### config.mk
export PLATFORM = sky130hd
export DESIGN_NAME = spi_slave_rx_with_modes
export DESIGN_NICKNAME = d
export VERILOG_FILES = /design/src/rtl/spi_slave_rx_with_modes.sv
export SDC_FILE = /design/constraint.sdc
export NUM_CORES = 1
export LEC_CHECK = 0
export CAP_MARGIN = 20
export CORE_MARGIN = 2
export CORE_UTILIZATION = 51
export CTS_CLUSTER_DIAMETER = 100
export CTS_CLUSTER_SIZE = 10
export DETAILED_ROUTE_END_ITERATION = 8
export PLACE_DENSITY = 0.77
export SLEW_MARGIN = 20
export SYNTH_ARGS = -nofsm -noshare
export SYNTH_HDL_FRONTEND = slang
export SYNTH_SLANG_ARGS = --single-unit
### constraint.sdc
create_clock -name clk -period 2 [get_ports clk]
set_input_delay 0.3 -clock clk [delete_from_list [all_inputs] [get_ports clk]]
set_output_delay 0.3 -clock clk [all_outputs]
set_load 0.05 [all_outputs]
### src/rtl/spi_slave_rx_with_modes.sv
// SPI receive stage: oversamples sclk/mosi/cs in the clk domain, supports all four {cpol,cpha}
// modes, deserialises MSB-first words onto a valid/ready output and flags overrun/framing errors.
module spi_slave_rx_with_modes #(
    parameter int DATA_W      = 8,
    parameter int SYNC_STAGES = 2
) (
    input  logic              clk,
    input  logic              rst_n,
    input  logic [1:0]        mode,
    input  logic              sclk,
    input  logic              mosi,
    input  logic              cs,
    output logic [DATA_W-1:0] dout,
    output logic              dout_valid,
    input  logic              dout_ready,
    output logic              busy,
    output logic              overrun,
    output logic              frame_err
);
    localparam int CW = (DATA_W > 2) ? $clog2(DATA_W) : 1;

    typedef enum logic {IDLE, ACTIVE} state_t;

    state_t                  state, state_nxt;
    logic [SYNC_STAGES-1:0]  sclk_sync, mosi_sync, cs_sync;
    logic [DATA_W-2:0]       shreg;
    logic [DATA_W-1:0]       word;
    logic [CW-1:0]           count;
    logic [1:0]              latched_mode;
    logic                    s_cur, s_prev, c_cur, c_prev, mosi_s;
    logic                    rise, fall, cs_fall, cs_rise, samp_edge, last_bit, complete;

    // Idle-safe reset values so the release of reset never looks like an edge.
    always_ff @(posedge clk or negedge rst_n) begin
        if (!rst_n) begin
            sclk_sync <= '0;
            mosi_sync <= '0;
            cs_sync   <= '1;
        end else begin
            sclk_sync <= {sclk_sync[SYNC_STAGES-2:0], sclk};
            mosi_sync <= {mosi_sync[SYNC_STAGES-2:0], mosi};
            cs_sync   <= {cs_sync[SYNC_STAGES-2:0], cs};
        end
    end

    assign s_cur   = sclk_sync[SYNC_STAGES-2];
    assign s_prev  = sclk_sync[SYNC_STAGES-1];
    assign c_cur   = cs_sync[SYNC_STAGES-2];
    assign c_prev  = cs_sync[SYNC_STAGES-1];
    assign mosi_s  = mosi_sync[SYNC_STAGES-2];

    assign rise    = !s_prev &&  s_cur;
    assign fall    =  s_prev && !s_cur;
    assign cs_fall =  c_prev && !c_cur;
    assign cs_rise = !c_prev &&  c_cur;

    // Modes 0 and 3 sample on the rising edge, modes 1 and 2 on the falling edge.
    assign samp_edge = (state == ACTIVE) &&
                       ((latched_mode[1] == latched_mode[0]) ? rise : fall);
    assign last_bit  = (count == CW'(DATA_W-1));
    assign complete  = samp_edge && last_bit;
    assign word      = {shreg, mosi_s};

    always_ff @(posedge clk or negedge rst_n) begin
        if (!rst_n) state <= IDLE;
        else        state <= state_nxt;
    end

    always_comb begin
        state_nxt = state;
        case (state)
            IDLE:    if (cs_fall) state_nxt = ACTIVE;
            ACTIVE:  if (cs_rise) state_nxt = IDLE;
            default: state_nxt = IDLE;
        endcase
    end

    assign busy = (state == ACTIVE);

    always_ff @(posedge clk or negedge rst_n) begin
        if (!rst_n) begin
            shreg        <= '0;
            count        <= '0;
            latched_mode <= 2'b00;
            dout         <= '0;
            dout_valid   <= 1'b0;
            overrun      <= 1'b0;
            frame_err    <= 1'b0;
        end else begin
            overrun   <= 1'b0;
            frame_err <= 1'b0;
            if (dout_valid && dout_ready) dout_valid <= 1'b0;

            if (state == IDLE) begin
                if (cs_fall) begin
                    latched_mode <= mode;
                    shreg        <= '0;
                    count        <= '0;
                end
            end else begin
                // A completing edge wins over a simultaneous cs release.
                if (complete) begin
                    if (!dout_valid || dout_ready) begin
                        dout       <= word;
                        dout_valid <= 1'b1;
                    end else begin
                        overrun <= 1'b1;
                    end
                    count <= '0;
                end else if (cs_rise) begin
                    if (count != '0) frame_err <= 1'b1;
                    count <= '0;
                end else if (samp_edge) begin
                    shreg <= word[DATA_W-2:0];
                    count <= count + 1'b1;
                end
            end
        end
    end
endmodule

Word-level counts from Yosys, hierarchy flattened
Cells that the tools add are included.

word-level totals
  register bits after elaboration = 29
  output and inout bits = 12
  logic and storage cells = 63

cells by class
  add/sub/neg operators = 1
  reduce and logical (&&, ||, !) cells = 19
  multiplexer cells = 25
  bitwise logic cells = 1
  equality and inequality tests = 6

operator list
  operator                                                          count
  7-bit two-way mux                                                 5
  3-bit two-way mux                                                 5
  1-bit two-way mux                                                 14
  1-bit logical AND                                                 7
  1-bit zero test                                                   5
  2-bit != test (second input constant)                             2
  4-bit by 1-bit != test with 1-bit output (second input constant)  1
  2-bit AND reduction                                               2
  4-bit AND reduction                                               1
  3-bit by 1-bit adder with 3-bit output (second input constant)    1
  3-bit equality test (second input constant)                       1
  3-bit AND reduction                                               1
  3-bit nonzero test                                                1
  2-bit by 1-bit != test with 1-bit output (second input constant)  1
  1-bit one-hot mux with 2 select lines                             1
  2-bit nonzero test                                                1
  1-bit equality test                                               1
  1-bit logical OR                                                  1
  1-bit NOT                                                         1

Depth between registers and ports, before layout
Gate-level depths: netlist of the first run.

  word-level depth = 8
  depth in mapped cells = 6
  depth with buffers taken out = 6

Worst setup path before layout of the first run
No wires, ideal clock.

  path type = flip-flop to flip-flop
  start = register count[0]
  end = register shreg[1]
  path slack = 0.353 ns
  clock period less this slack = 1.647 ns
  stages on the path, launching flop included = 7
  data arrival time = 1.515 ns
  path buffers = 0
  data required time = 1.868 ns
  cells stage by stage = dfrtp_1 -> ha_1 -> ha_1 -> nor3b_1 -> mux2_2 -> a2bb2oi_1 -> o21ai_0

on the way
  cells in the longest elaborated chain, start to end = 4

RTL lines
  element                               line  RTL
  start, declared                       28    logic [CW-1:0] count;
  start signal, assigned                115   count <= count + 1'b1;
  3-bit equality test                   60    assign last_bit = (count == CW'(DATA_W-1));
  1-bit logical AND                     61    assign complete = samp_edge && last_bit;
  2-bit != test (no source line)        -
  4-bit AND reduction (no source line)  -
  end signal, assigned                  114   shreg <= word[DATA_W-2:0];
  end, declared                         26    logic [DATA_W-2:0] shreg;

Every way passes these cells.
A chain may end at the register's enable or synchronous reset.

Final worst setup path of the first run
Ends and elaborated chain as after synthesis.

==> summary.md, run 1 <==
| Metric | Value |
|---|---|
| Aggregate global-route resource usage | `17.8%` |
| Floorplan row count | `17` |
| Total wire length after detailed routing | `2.04 mm` |
| Relative area change from synthesis to final layout | `24.3%` |
| Post-placement setup slack | `0.181 ns` |
| Via count of the first global-routing pass | `775` |
| Kind of capture point of the worst setup path | `register` |
| Maximum clock rate | `552 MHz` |
| Power density relative to cell area | `883 nW/um^2` |
| Total of flip-flops plus latches after synthesis | `29` |
| Most common cell after layout, fill and taps aside | `sky130_fd_sc_hd__dfrtp_1` |
| Cells after synthesis | `99` |
| Number of H-tree branching levels | `2` |
| RSZ-0062 raised after global routing | `false` |
| Final period util | `90.6%` |
| Met2 wire length | `938 um` |
| Count of pins over their slew limit | `0` |
| Dominant register cell in the synthesized netlist | `sky130_fd_sc_hd__dfrtp_1` |
| Number of buffers created by CTS | `5` |
| Number of synthesis warnings | `0` |
| Maximum Capacitance Violations | `0` |
| Mean routed wirelength per cell | `13.3 um` |
| First-pass GRT wire length | `3.50 mm` |
| Largest net degree at the start of global routing | `30` |
| Latest clock arrival within the worst-skew pair | `0.31 ns` |
| Total Power | `1.37 mW` |
| Number of remaining DRC errors | `0` |
| Final weighted congestion in routability-driven placement | `0.763` |
| Port-buffer cells | `19` |
| Post-DRT Antenna Nets | `0` |
| Share of post-route cells with drive strength above 1 | `22.2%` |
| Maximum clock skew at final layout | `0.0150 ns` |
| Synthesized area divided by synthesized cell count | `12.6 um^2` |
| CTS tree | `built` |
| Part of the Yosys area used for sequential elements | `58.6%` |
| Slew headroom | `60.2%` |
| Root Buffer Master | `sky130_fd_sc_hd__clkbuf_4` |
| Net total in the final layout | `136` |
| Worst ir drop on vdd | `0.503 mV` |
| Status | `completed` |
| Crit path time final | `1.81 ns` |
| Hold Crit Class | `in2async` |
| Crit path launch type | `register` |
| Topmost layer with routed signal wires | `met4` |
| Number of hold buffers added after cts | `0` |
| Num Clock Sinks | `29` |
| Worst-path fanout max | `7` |
| Share of async-settable or async-resettable flops after synthesis | `100%` |
| Vertical extent of the die | `53.4 um` |
| Die extent in x | `53.4 um` |
| Total nets after synthesis | `110` |
| Met1 Routed Length | `976 um` |
| Number of fill cells in the layout | `193` |
| Antenna Diode Count | `0` |
| Area taken by flip-flops and latches | `728 um^2` |
| Detail Placement HPWL | `1.47 mm` |
| DRC marker count from the first detailed-route iteration | `9` |
| Summed instance area of the synthesized netlist | `1240 um^2` |
| Initial standard-cell utilization of the core | `55.2%` |
| Met3 WL post-DR | `119 um` |
| IO Count | `20` |
| Die outline area | `2850 um^2` |
| Post-CTS clock slew at the launch and capture registers of the worst setup and hold paths | `0.10 ns` |
| DR vias | `830` |
| Critical path class | `reg2reg` |
| Total Negative Setup Slacks | `0 ns` |
| Data arrival time at the worst-slack endpoint | `2.03 ns` |
| Data required time of the worst path | `2.22 ns` |
| Slew at the pin closest to its max-slew limit | `0.598 ns` |
| Combined area of the multi-input logic cells | `495 um^2` |
| Area of the placeable core | `2250 um^2` |
| Final WS setup | `0.188 ns` |
| Final setup viols | `0` |
| Number of detailed-routing iterations run before antenna repair | `4` |
| Max Buffers Root-to-Sink | `2` |
| Mean number of vias per cell | `5.39` |
| Commonest cells after routing, fill and taps aside | `sky130_fd_sc_hd__dfrtp_1 (27), sky130_fd_sc_hd__clkdlybuf4s50_1 (18), sky130_fd_sc_hd__nand2_1 (12)` |
| Antenna violations before repair | `0` |
| Number of endpoints with negative hold slack in the final report | `0` |
| P_leak | `0.716 nW` |
| Number of enable flip-flop cells after synthesis | `0` |
| Global route total overflow | `0` |
| Distinct cell type count after synthesis | `28` |
kinds of logic after synthesis:
group	share of synthesized area, %
AO/OA/AOI/OAI	10.5
AND/OR/NAND/NOR	12.9
multiplexers	11.9
buffers and inverters	1.91
flip-flops	58.6
adder cells (fa/ha/maj)	3.02
XOR/XNOR	1.31
synth_stat cells, types with 2 or more instances:
master	number	area share [%]
sky130_fd_sc_hd__nand2_1	12	3.6
sky130_fd_sc_hd__ha_1	3	3.0
sky130_fd_sc_hd__dfstp_2	2	4.2
sky130_fd_sc_hd__inv_1	4	1.2
sky130_fd_sc_hd__a21oi_1	2	0.80
sky130_fd_sc_hd__nand3_1	4	1.6
sky130_fd_sc_hd__dfrtp_1	27	54
sky130_fd_sc_hd__nor3b_1	2	1.2
sky130_fd_sc_hd__o21ai_0	4	1.6
sky130_fd_sc_hd__o211ai_1	3	1.8
sky130_fd_sc_hd__nor2b_1	2	1.0
sky130_fd_sc_hd__a2bb2oi_1	4	2.8
sky130_fd_sc_hd__mux2_2	11	10
sky130_fd_sc_hd__a32o_1	2	1.6
sky130_fd_sc_hd__nand2b_1	4	2.0
final timing paths:
check / start / end / slack, ns / cells after the start
max reg2reg: count[0]$_DFFE_PN0P_ / shreg[1]$_DFFE_PN0P_ / 0.19 / 6
min in group clk: cs_sync[0]$_DFF_PN1_ / cs_sync[1]$_DFF_PN1_ / 0.38 / 0
max in group asynchronous: rst_n / cs_sync[0]$_DFF_PN1_ / 1.31 / 2
max: count[0]$_DFFE_PN0P_ / shreg[1]$_DFFE_PN0P_ / 0.19 / 6
min: rst_n / dout[6]$_DFFE_PN0P_ / 0.36 / 2
min reg2reg: cs_sync[0]$_DFF_PN1_ / cs_sync[1]$_DFF_PN1_ / 0.38 / 0
repair_timing:
item                       CTS  global route
resized for setup            0             1
buffers inserted             0             0
setup endpoints to repair    0             1
state kept, by name, summed over array words and instances, names as in the netlist:
name,count
cs_sync,2
latched_mode,2
dout,8
busy,1
dout_valid,1
sclk_sync,2
shreg,7
count,3
overrun,1
frame_err,1
mosi_sync,1
metrics by stage:
step	hold WS [ns]	instances	instance area [um^2]	util, %
2_1_floorplan	0.00441	99	1240	-
3_3_place_gp	0.365	146	1470	65.3
3_5_place_dp	0.368	146	1470	65.3
4_1_cts	0.363	154	1540	68.4
5_1_grt	0.368	154	1550	68.6
6_report	0.362	154	1550	68.6
layout make-up:
| cell class | count | share of cell area [%] |
|---|---|---|
| Timing Repair Buffer | 21 | 13.1 |
| Sequential cell | 29 | 47.1 |
| Clock inverter | 1 | 0.324 |
| Tap cell | 28 | 2.27 |
| Inverter | 4 | 0.971 |
| Clock buffer | 7 | 4.21 |
| Multi-Input combinational cell | 64 | 32.0 |
worst max-delay path, stage by stage, from the launching register on:
cell and delay, ns:
sky130_fd_sc_hd__dfrtp_1 0.41, sky130_fd_sc_hd__ha_1 0.21, sky130_fd_sc_hd__ha_1 0.25, sky130_fd_sc_hd__nor3b_1 0.29, sky130_fd_sc_hd__mux2_4 0.26, sky130_fd_sc_hd__o21ai_2 0.11
sky130_fd_sc_hd__o21ai_0 0.21
per-layer routing:
metal | vias to the layer above | track usage (%)
met1 | 400 | 24.6
met3 | 2 | 5.93
met2 | 20 | 24.9
met4 | 0 | 8.12
met5 | - | 0
li1 | 408 | -
power breakdown:
group	switching, mW	internal (mW)	leakage (nW)	total (mW)
logic	0.135	0.130	0.293	0.265
registers	0.0590	0.649	0.382	0.708
clock network	0.189	0.204	0.0413	0.392
Note: power is estimated with default switching activity, not from simulation.
==> run 2: changes to the inputs <==
- CORE_UTILIZATION: 51 -> 46
- PLACE_DENSITY: 0.77 -> 0.73
- RECOVER_POWER: unset -> 50
- clock period: 2 -> 1.65 ns (I/O delays scaled with it)
==> run 2 against run 1 <==
  * Die area up 10%
  * Register-to-register slack worse by 0.17 ns
  * Non-clock buffer count grew 8
  * Combinational power increased by 59%
  * Sequential power grew 21%
  * Power rose by 38%
  * First-iteration DRC count increased by 22%
  * Fmax rose by 11%
  * Design area up 7.4%
  * Critical path type unchanged
==> summary.md, run 2 (same netlist as run 1, synthesis figures left out) <==
| Metric | Value |
|---|---|
| Register ranked first by flip-flop count | `dout` |
| Aggregate global-route resource usage | `16.2%` |
| Global route total overflow | `0` |
| Worst ir drop on vdd | `0.903 mV` |
| IO Count | `20` |
| Number of remaining DRC errors | `0` |
| Post-DRT Antenna Nets | `0` |
| DRC marker count from the first detailed-route iteration | `11` |
| Non-filler cells in the finished layout | `164` |
| Cells along the critical path | `xnor2_2 > mux2i_2 > nand4_4 > mux2_2` |
| Hold Worst Slack | `0.379 ns` |
| Mean number of vias per cell | `5.41` |
| DP Area | `1510 um^2` |
| Die outline area | `3140 um^2` |
| Net total in the final layout | `144` |
| Power density relative to cell area | `1130 nW/um^2` |
| Hold Crit Class | `reg2reg` |
| Inst Count DP | `155` |
| Slew at the pin closest to its max-slew limit | `0.691 ns` |
| Top flop regs | `dout: 8 flops, shreg: 7 flops, count: 3 flops` |
| Global-route track usage on met3 | `7.21%` |
| Final core area utilization | `65.9%` |
| Antenna Diode Count | `0` |
| Critical-path top delay cell | `sky130_fd_sc_hd__dfrtp_1` |
| Kind of capture point of the worst setup path | `register` |
| Count of pins over their slew limit | `0` |
| Maximum Capacitance Violations | `0` |
| Largest net degree at the start of global routing | `30` |
| Latest clock arrival within the worst-skew pair | `0.33 ns` |
| Layout Cell Area excl Fill | `1660 um^2` |
| Maximum clock skew at final layout | `0.0178 ns` |
| Via count of the first global-routing pass | `871` |
| Most common cell after layout, fill and taps aside | `sky130_fd_sc_hd__dfrtp_1` |
| Number of detailed-routing iterations run before antenna repair | `5` |
| Die extent in x | `56.0 um` |
| DR vias | `888` |
| Slew headroom | `53.9%` |
| Antenna violations before repair | `0` |
| Critical path class | `reg2reg` |
| Relative area change from synthesis to final layout | `33.6%` |
| Status | `completed` |
| Crit path time final | `1.63 ns` |
| Root Buffer Master | `sky130_fd_sc_hd__clkbuf_4` |
| Floorplan row count | `18` |
| Global-route track usage on met2 | `26.1%` |
| Vertical extent of the die | `56.0 um` |
| GRT busiest layer | `met2` |
| Total Negative Setup Slacks | `0 ns` |
| Initial standard-cell utilization of the core | `49.3%` |
| Area of the placeable core | `2520 um^2` |
| Number of H-tree branching levels | `2` |
| P_leak | `0.791 nW` |
| Share of post-route cells with drive strength above 1 | `38.8%` |
| First-pass GRT wire length | `3.82 mm` |
| Final weighted congestion in routability-driven placement | `0.771` |
| Post-CTS clock slew at the launch and capture registers of the worst setup and hold paths | `0.08 ns` |
| Maximum clock rate | `614 MHz` |
| Data required time of the worst path | `1.85 ns` |
| CTS tree | `built` |
| Grt met1 use | `19.1%` |
| Number of buffers created by CTS | `5` |
| Reg2reg setup slack | `0.02 ns` |
| Data arrival time at the worst-slack endpoint | `1.83 ns` |
| Worst-path fanout max | `8` |
| Final setup viols | `0` |
| Port-buffer cells | `19` |
| Num Clock Sinks | `29` |
| Commonest cells after routing, fill and taps aside | `sky130_fd_sc_hd__dfrtp_1 (27), sky130_fd_sc_hd__buf_4 (19), sky130_fd_sc_hd__nand2_1 (12)` |
| Final period util | `98.7%` |
| Number of hold buffers added after cts | `0` |
| Total wire length after detailed routing | `2.26 mm` |
| Number of flip-flops under the largest register name | `8` |
| Number of endpoints with negative hold slack in the final report | `0` |
| Detail Placement HPWL | `1.54 mm` |
| RSZ-0062 raised after global routing | `true` |
| Max Buffers Root-to-Sink | `2` |
| Mean routed wirelength per cell | `13.8 um` |
| Crit path launch type | `register` |
| Largest incremental delay on the critical path | `0.41 ns` |
## run 2: cell count changes in the layout (fill, tap and decap cells not counted), sizes merged
| cell | before | now |
|---|---|---|
| buf | 3 | 21 |
| bufinv | 0 | 1 |
| clkbuf | 7 | 8 |
| clkdlybuf4s50 | 18 | 3 |
| clkinv | 1 | 0 |
| dlygate4sd3 | 0 | 4 |
## run 2: final cells by class
| class | count | area (um^2) |
|---|---|---|
| multi-input cells | 64 | 547 |
| inverters | 4 | 15.0 |
| clock inverters | 1 | 30.0 |
| repair buffers | 29 | 249 |
| clock buffers | 7 | 55.1 |
| flip-flops and latches | 29 | 728 |
| fillers | 199 | 861 |
| well taps | 30 | 37.5 |
## run 2: repair_timing
item                                    in CTS  in global routing
pin swaps                                    0                  7
resized for setup                            3                 11
endpoints found under the setup margin       7                 18
cloned                                       0                  0
buffers inserted                             1                  0
## run 2: final timing paths
check / startpoint / end / cells past startpoint
setup / recovery: latched_mode[0]$_DFFE_PN0P_ / dout[0]$_DFFE_PN0P_ / 4
hold / removal: cs_sync[0]$_DFF_PN1_ / cs_sync[1]$_DFF_PN1_ / 0
setup reg to reg: latched_mode[0]$_DFFE_PN0P_ / dout[0]$_DFFE_PN0P_ / 4
hold reg to reg: cs_sync[0]$_DFF_PN1_ / cs_sync[1]$_DFF_PN1_ / 0
max in group asynchronous: rst_n / frame_err$_DFF_PN0_ / 2
min in group asynchronous: rst_n / dout[7]$_DFFE_PN0P_ / 2
## run 2: layer usage
layer	up-vias	share of wire [%]
li1	421	-
met1	436	43
met2	27	50
met3	4	6.0
met4	0	1.3
met5	-	0
## run 2: critical path: cells and delay by family (launching register included)
family	cells	cell delay, ns
XOR/XNOR	1	0.21
flip-flops	1	0.41
multiplexers	2	0.66
AND/OR/NAND/NOR	1	0.23
## run 2: report_power, final
part	internal (mW)	switching, mW
clock network	0.362	0.238
logic	0.227	0.194
registers	0.787	0.0732
## run 2: metrics by stage
stage | setup slack, ns | total power [mW]
2_1_floorplan | 0.00317 | 1.09
3_3_place_gp | -0.00941 | 1.23
6_report | 0.0220 | 1.88
5_1_grt | -0.0611 | 1.97
3_5_place_dp | -0.105 | 1.25
4_1_cts | 0.0148 | 1.86
